==> src/rtl/mem_bus_arbiter.sv <==
// rtl/mem_bus_arbiter.sv - CPU/DMA arbiter for the single data-memory port with bounded DMA bursts
// Optional stall-cycle statistics counter enabled by defining ARB_STATS_EN.
module mem_bus_arbiter #(
  parameter int AW        = 16,
  parameter int DW        = 16,
  parameter int BURST_MAX = 8
) (
  input  logic          clk,
  input  logic          reset,
  input  logic          cpu_req,
  input  logic [AW-1:0] cpu_addr,
  input  logic [DW-1:0] cpu_wdata,
  input  logic          cpu_we,
  output logic [DW-1:0] cpu_rdata,
  output logic          cpu_stall,
  input  logic          dma_req,
  input  logic [AW-1:0] dma_addr,
  input  logic [DW-1:0] dma_wdata,
  input  logic          dma_we,
  output logic          dma_gnt,
  output logic [DW-1:0] dma_rdata,
  output logic          dma_rvalid,
  output logic [AW-1:0] mem_addr,
  output logic [DW-1:0] mem_wdata,
  output logic          mem_we,
  input  logic [DW-1:0] mem_rdata,
  output logic [15:0]   stall_cnt
);

  typedef enum logic [1:0] {
    CPU_OWN = 2'd0,
    DMA_OWN = 2'd1,
    YIELD   = 2'd2
  } state_e;

  localparam logic [7:0] BURST_LAST = 8'(BURST_MAX - 1);

  state_e        state_q, state_d;
  logic [7:0]    burst_cnt_q, burst_cnt_d;
  logic [DW-1:0] dma_rdata_q, dma_rdata_d;
  logic          dma_rvalid_q, dma_rvalid_d;
  logic          dma_own;

  assign dma_own = (state_q == DMA_OWN);

  always_comb begin
    state_d     = state_q;
    burst_cnt_d = burst_cnt_q;
    case (state_q)
      CPU_OWN: begin
        if (dma_req) begin
          state_d     = DMA_OWN;
          burst_cnt_d = 8'd0;
        end
      end
      DMA_OWN: begin
        if (!dma_req) begin
          state_d = CPU_OWN;
        end else if ((burst_cnt_q == BURST_LAST) && cpu_req) begin
          state_d = YIELD;
        end else if (burst_cnt_q != BURST_LAST) begin
          // Saturating here lets an idle CPU leave the DMA in charge indefinitely.
          burst_cnt_d = burst_cnt_q + 8'd1;
        end
      end
      YIELD: begin
        state_d     = dma_req ? DMA_OWN : CPU_OWN;
        burst_cnt_d = 8'd0;
      end
      default: begin
        state_d     = CPU_OWN;
        burst_cnt_d = 8'd0;
      end
    endcase
  end

  always_comb begin
    mem_addr  = dma_own ? dma_addr  : cpu_addr;
    mem_wdata = dma_own ? dma_wdata : cpu_wdata;
    mem_we    = dma_own ? (dma_we & dma_req) : (cpu_we & cpu_req);
    dma_gnt   = dma_own & dma_req;
    cpu_stall = dma_own;
    cpu_rdata = mem_rdata;
  end

  always_comb begin
    dma_rdata_d  = dma_gnt ? mem_rdata : dma_rdata_q;
    dma_rvalid_d = dma_gnt;
  end

`ifdef ARB_STATS_EN
  logic [15:0] stall_cnt_q, stall_cnt_d;

  always_comb begin
    stall_cnt_d = stall_cnt_q;
    if (cpu_stall && cpu_req && (stall_cnt_q != 16'hFFFF)) begin
      stall_cnt_d = stall_cnt_q + 16'd1;
    end
  end

  assign stall_cnt = stall_cnt_q;
`else
  assign stall_cnt = 16'h0000;
`endif

  always_ff @(posedge clk or negedge reset) begin
    if (!reset) begin
      state_q      <= CPU_OWN;
      burst_cnt_q  <= 8'd0;
      dma_rdata_q  <= '0;
      dma_rvalid_q <= 1'b0;
`ifdef ARB_STATS_EN
      stall_cnt_q  <= 16'h0000;
`endif
    end else begin
      state_q      <= state_d;
      burst_cnt_q  <= burst_cnt_d;
      dma_rdata_q  <= dma_rdata_d;
      dma_rvalid_q <= dma_rvalid_d;
`ifdef ARB_STATS_EN
      stall_cnt_q  <= stall_cnt_d;
`endif
    end
  end

  assign dma_rdata  = dma_rdata_q;
  assign dma_rvalid = dma_rvalid_q;

endmodule
==> config.mk <==
export PLATFORM = sky130hd
export DESIGN_NAME = mem_bus_arbiter
export DESIGN_NICKNAME = d
export VERILOG_FILES = /design/src/rtl/mem_bus_arbiter.sv
export SDC_FILE = /design/constraint.sdc
export NUM_CORES = 1
export LEC_CHECK = 0
export ABC_AREA = 1
export BUFFER_PORTS_ARGS = -buffer_cell sky130_fd_sc_hd__buf_2
export CORE_MARGIN = 2
export CORE_UTILIZATION = 35
export DETAILED_ROUTE_END_ITERATION = 8
export PLACE_DENSITY = 0.76
export SYNTH_ARGS = -nofsm -noshare
export SYNTH_HDL_FRONTEND = slang
export SYNTH_SLANG_ARGS = --single-unit
==> constraint.sdc <==
create_clock -name clk -period 1.5 [get_ports clk]
set_clock_uncertainty 0.15 [all_clocks]
set_input_delay 0.15 -clock clk [delete_from_list [all_inputs] [get_ports clk]]
set_output_delay 0.15 -clock clk [all_outputs]
set_load 0.01 [all_outputs]
## Yosys cells after proc, flatten, opt, wreduce, memory -nomap -nowiden

Index checks and enable logic that the tools add are counted.

| storage, ports and cells | value |
|---|---|
| register bits after elaboration | 27 |
| input bits | 86 |
| output and inout port bits | 84 |
| word-level logic and storage cells | 34 |

| operators by class | value |
|---|---|
| $add $sub $neg | 1 |
| eq/ne operators | 9 |
| muxes and demuxes | 13 |
| bitwise operators | 3 |
| reductions and logical operators | 4 |

Operators by type and width:

| kind | count |
|---|---|
| 16-bit two-way mux | 2 |
| 8-bit two-way mux | 4 |
| 8-bit case mux with 2 select lines | 1 |
| 8-bit by 1-bit adder with 8-bit output, second input constant | 1 |
| 8-bit by 3-bit == test with 1-bit output, second input constant | 1 |
| 8-bit by 3-bit != test with 1-bit output, second input constant | 1 |
| 2-bit two-way mux | 3 |
| 2-bit != test, second input constant | 3 |
| 2-bit case mux with 3 select lines | 1 |
| 4-bit AND reduction | 1 |
| 1-bit AND | 3 |
| 3-bit by 2-bit != test with 1-bit output, second input constant | 1 |
| 2-bit by 1-bit == test with 1-bit output, second input constant | 1 |
| 2-bit == test, second input constant | 1 |
| 2-bit logical NOT | 1 |
| 1-bit two-way mux | 2 |
| 2-bit by 1-bit != test with 1-bit output, second input constant | 1 |
| 2-bit AND reduction | 1 |
| 1-bit logical AND | 1 |

## Logic depth before layout (Yosys ltp)

| logic depth | value |
|---|---|
| word-level depth | 5 |
| mapped depth | 8 |
| gate-level depth less buffers | 8 |

## Least setup slack after synthesis

OpenSTA, ideal clock, no wires.

| timing path | value |
|---|---|
| kind | flip-flop to output port |
| start | reg state_q[1] |
| end | out mem_we |
| data arrival time | 1.126 ns |
| required time | 1.200 ns |
| slack | 0.074 ns |
| cell stages (with the launch flop) | 9 |
| buffers on the path | 1 |
| cells stage by stage | dfrtp_1 inv_2 nand2_2 inv_2 nand2_4 inv_2 buf_4 nand2_1 nand2_1 |

| on the way | value |
|---|---|
| longest elaborated chain between the ends | 2 |

RTL lines:

| item | RTL line | RTL |
|---|---|---|
| start: declaration | 38 | `state_e state_q, state_d;` |
| start signal: assignment | 116 | `state_q <= state_d;` |
| 2-bit by 1-bit == test with 1-bit output | 44 | `assign dma_own = (state_q == DMA_OWN);` |
| 1-bit two-way mux | 80 | `mem_we = dma_own ? (dma_we & dma_req) : (cpu_we & cpu_req);` |
| end: declaration | 25 | `output logic mem_we,` |

No other way between the ends.

## Final worst setup path

| timing path | value |
|---|---|
| start | reg state_q[0] |
| end | out mem_addr[1] |

| on the way | value |
|---|---|
| longest elaborated chain between the ends | 2 |

RTL lines:

| item | RTL line | RTL |
|---|---|---|
| 2-bit by 1-bit == test with 1-bit output | 44 |  |
| 16-bit two-way mux | 78 | `mem_addr = dma_own ? dma_addr : cpu_addr;` |
| end: declaration | 23 | `output logic [AW-1:0] mem_addr,` |

No other way between the ends.

==> run summary <==
The least setup slack across all paths after layout is -174.9 ps. The flow ran to the end, but the final reports show violations. The sort of element at the end of the critical path is a primary output. The number of antenna violations at the first check in global routing is 0. Counting flops with a built-in enable in the synthesized netlist gives 0. From synthesis to final layout, the design area changed by 72.81%. The via count of the first global-routing pass came to 2285. The wire-length estimate of the detail-placed layout is roughly 4100 um. Setup repair after global routing could not meet its margin everywhere.

The max-slew violation count came out at 0. The Yosys step of the flow raised 0 warnings. The clock transition time at the flip-flop clock pins of the worst setup and hold paths is 100 ps. In this run the cell area measured after placement is 2580 sq um. The vias per cell came out at roughly 4.5.

The number of placed instances with taps included is 495. The total routing usage reported by global routing is ~20%. The count of nets left with antenna violations once routing finished came out at 0. The final count of hold timing violations is 0. The cell area after technology mapping came out at approximately 1900 sq um.

Row generation in the floorplan step produced 26 rows. The number of clock buffers inserted by TritonCTS is 3. The CTS tree is built. The routed wire length per instance is 12.05 um. Summed over all instances, the cell type with the most area after synthesis is sky130_fd_sc_hd__dfrtp_1. The final critical path takes up 111.7% of the cycle. The worst supply voltage drop on vdd came out at approximately 0.51 mV.

In this run the number of H-tree levels came out at 1. Of the total power, the share spent switching nets is about a third. Summing all multi-input logic gate instances after layout gives ~1100 sq um. The worst setup path is launched from a flop. The clock net sink count is 27. 0 antenna diodes ended up in the layout. The clock power share came out at 21.0%.

The required time at the endpoint of the critical path is roughly 1200 ps. The final setup TNS came out at -4266 ps. For this run, asynchronously set or reset flops after synthesis account for 100.0%. The buffer levels on the longest clock path is 2. The fraction of layout cells with a size suffix above 1 is between 50 and 60%. The length of the first detailed-routing pass in iterations is 4. The peak fanout along the critical path is 6. The global-route wire length before repair is 9798 um.

The reported leakage power is between 1.5 and 2 nW. The share of total power dissipated in combinational logic is between 30% and 40%. The mean post-synth cell area is between 6 and 7 sq um.

From bottom edge to top edge, the die measures slightly below 80 um. By area the synthesized netlist is led by sky130_fd_sc_hd__dfrtp_1 36%, sky130_fd_sc_hd__nand2_1 34%, sky130_fd_sc_hd__buf_4 13%, sky130_fd_sc_hd__nand3_1 2.7%, sky130_fd_sc_hd__nor2_1 1.8%. The violation count after the first detailed-route iteration is 68.

The final estimated routing congestion in global placement came out at just under 0.8. In this run the horizontal extent of the chip is between 70 and 80 um. The number of maximum-capacitance violations is 0. The initial utilization of the core area, before any placement, comes to ~36%.

Synthesis instantiated 22 different standard cells from the library. The most frequently used cell type in the post-synthesis netlist is sky130_fd_sc_hd__nand2_1. The fill cell instance count of the final layout is 434.

The count of state elements after synthesis came out at 27. The number of ports placed on the die boundary came out at 170. The power density of the placed cells came out at roughly 640 nW/um^2.

The clock reaches the later pin of the worst-skew pair after 270 ps. After synthesis, the most frequently instantiated cells are 172 x sky130_fd_sc_hd__nand2_1, 33 x sky130_fd_sc_hd__buf_4, 27 x sky130_fd_sc_hd__dfrtp_1. In this run the tightest slew margin relative to its limit is around three fifths. Entering global routing, the biggest net connects 35 pins. The net total in the final layout is approximately 550. In the final layout, flip-flops and latches occupy between 600 and 700 sq um. The worst setup path is of the reg -> out kind.

The tightest min-delay check is of the in -> reg type. The remaining global-route overflow is 0. Sequential cells account for ~40% of the total power.

The internal power of the cells totals 1.374 mW. The finished cells cover 3237 sq um. The overall die area came out at ~6000 sq um. Input and output buffers added on the ports amount to approximately 150.

The final cell count without fillers came out at 530. The maximum clock rate is about 600 MHz. The core box area came out at 5140 sq um. The dominant register cell in the synthesized netlist is sky130_fd_sc_hd__dfrtp_1. The routed via count is around 2400.

After detailed routing, the total wire length is 6384 um. The tree is rooted in a sky130_fd_sc_hd__clkbuf_8. The sequential-to-total area share from yosys stat is a little over a third. The final routed DRC violation total is 0.

The final-report setup violation count came out at 34. The final reports fail on setup timing. The post-route minimum period is about 1700 ps. The slew at the pin closest to its max-slew limit is around 600 ps. The arrival time reported for the critical path endpoint is 1370 ps. The synthesized design devotes to its leading area cell type between 30% and 40% of total area. Synthesis produced a netlist whose cell count is slightly below 300. The switching power is 690.6 uW.
[registers in the layout, summed over array words and instances (netlist names)]
register and count:
state_q 2, burst_cnt_q 8, dma_rvalid 1, dma_rdata 16
[critical path: stages (launching register included)]
cell,delay [ps]
sky130_fd_sc_hd__dfrtp_1,420
sky130_fd_sc_hd__nand2_4,130
sky130_fd_sc_hd__inv_8,50
sky130_fd_sc_hd__buf_12,130
sky130_fd_sc_hd__buf_16,140
sky130_fd_sc_hd__nand2_4,70
sky130_fd_sc_hd__nand2_2,50
sky130_fd_sc_hd__buf_6,110
[through the flow]
stage / util, % / setup slack, ps / power [mW] / hold slack, ps
final: 62.97 / -174.9 / 2.065 / 8.880
after global routing: 62.97 / -233.8 / 2.188 / 18.94
after global placement: 50.19 / 60.37 / 1.451 / 34.11
after floorplan: - / 74.01 / 1.190 / -295.6
after CTS: 59.49 / -143.6 / 2.003 / 2.332
after detailed placement: 50.19 / 14.80 / 1.461 / 43.07
[layout by cell type, fill, tap and decap left out, types with 2 or more instances in the layout]
cell type                       count
sky130_fd_sc_hd__buf_12             4
sky130_fd_sc_hd__buf_2            141
sky130_fd_sc_hd__buf_4             13
sky130_fd_sc_hd__buf_6             14
sky130_fd_sc_hd__clkbuf_8           3
sky130_fd_sc_hd__conb_1            16
sky130_fd_sc_hd__dfrtp_1           27
sky130_fd_sc_hd__dlygate4sd3_1     18
sky130_fd_sc_hd__inv_1              7
sky130_fd_sc_hd__inv_2              2
sky130_fd_sc_hd__inv_6              2
sky130_fd_sc_hd__nand2_1          133
sky130_fd_sc_hd__nand2_2           34
sky130_fd_sc_hd__nand2_4            7
sky130_fd_sc_hd__nand2_8            3
sky130_fd_sc_hd__nand3_1           10
sky130_fd_sc_hd__nor2_1             9
sky130_fd_sc_hd__o21ai_1            4
sky130_fd_sc_hd__o21ai_2            3
sky130_fd_sc_hd__o21bai_1           2
[power by group through the flow]
stage	Sequential (mW)	Clock [mW]	Combinational, mW
2_1_floorplan	0.873	0	0.317
3_3_place_gp	0.842	0	0.609
3_5_place_dp	0.841	0	0.620
4_1_cts	0.829	0.442	0.732
5_1_grt	0.839	0.478	0.872
6_report	0.831	0.435	0.800
[layout make-up]
| type | count | share of cell area [%] |
|---|---|---|
| Clock buffer | 3 | 1.276 |
| Clock inverter | 1 | 0.2706 |
| Inverter | 11 | 1.662 |
| Multi-Input combinational cell | 226 | 34.17 |
| Sequential cell | 27 | 20.87 |
| Tap cell | 70 | 2.706 |
| Timing Repair Buffer | 192 | 39.04 |
[path summary, 6_finish.rpt]
kind                              start             end  slack [ps]  depth (start not counted)
max                          state_q[0]     mem_addr[1]        -170                          7
min                             cpu_req      state_q[1]           9                          3
max reg2reg                  state_q[0]  burst_cnt_q[2]          40                          8
min reg2reg                dma_rdata[3]    dma_rdata[3]         340                          2
max in group asynchronous         reset  burst_cnt_q[7]         560                          2
min in group asynchronous         reset   dma_rdata[14]         250                          2
[cell families (layout without fill, tap and decap cells)]
group	count (synthesis)	after routing	share of synthesized area [%]
xor+xnor	1	1	0.4677
buf+inv	53	207	17.97
simple gates	197	198	41.68
flops	27	27	36.07
fa+ha+maj	1	1	0.6679
compound gates	10	10	2.939
other cells	1	16	0.2002
[layer usage]
metal	vias up	track usage (%)	part of all wire [%]
li1	1172	-	-
met1	1083	21.23	37
met2	102	37.57	55
met3	12	4.588	7.5
met4	0	5.179	1.3
met5	-	0	0
[what timing repair did]
item	in CTS	in global routing
gates cloned	2	1
endpoints found under the hold margin	44	0
pin swaps	3	10
endpoints found under the setup margin	35	51
resized for setup	33	51
hold buffers	18	0
setup buffers	13	0
Power figures use the tool's default switching activity.
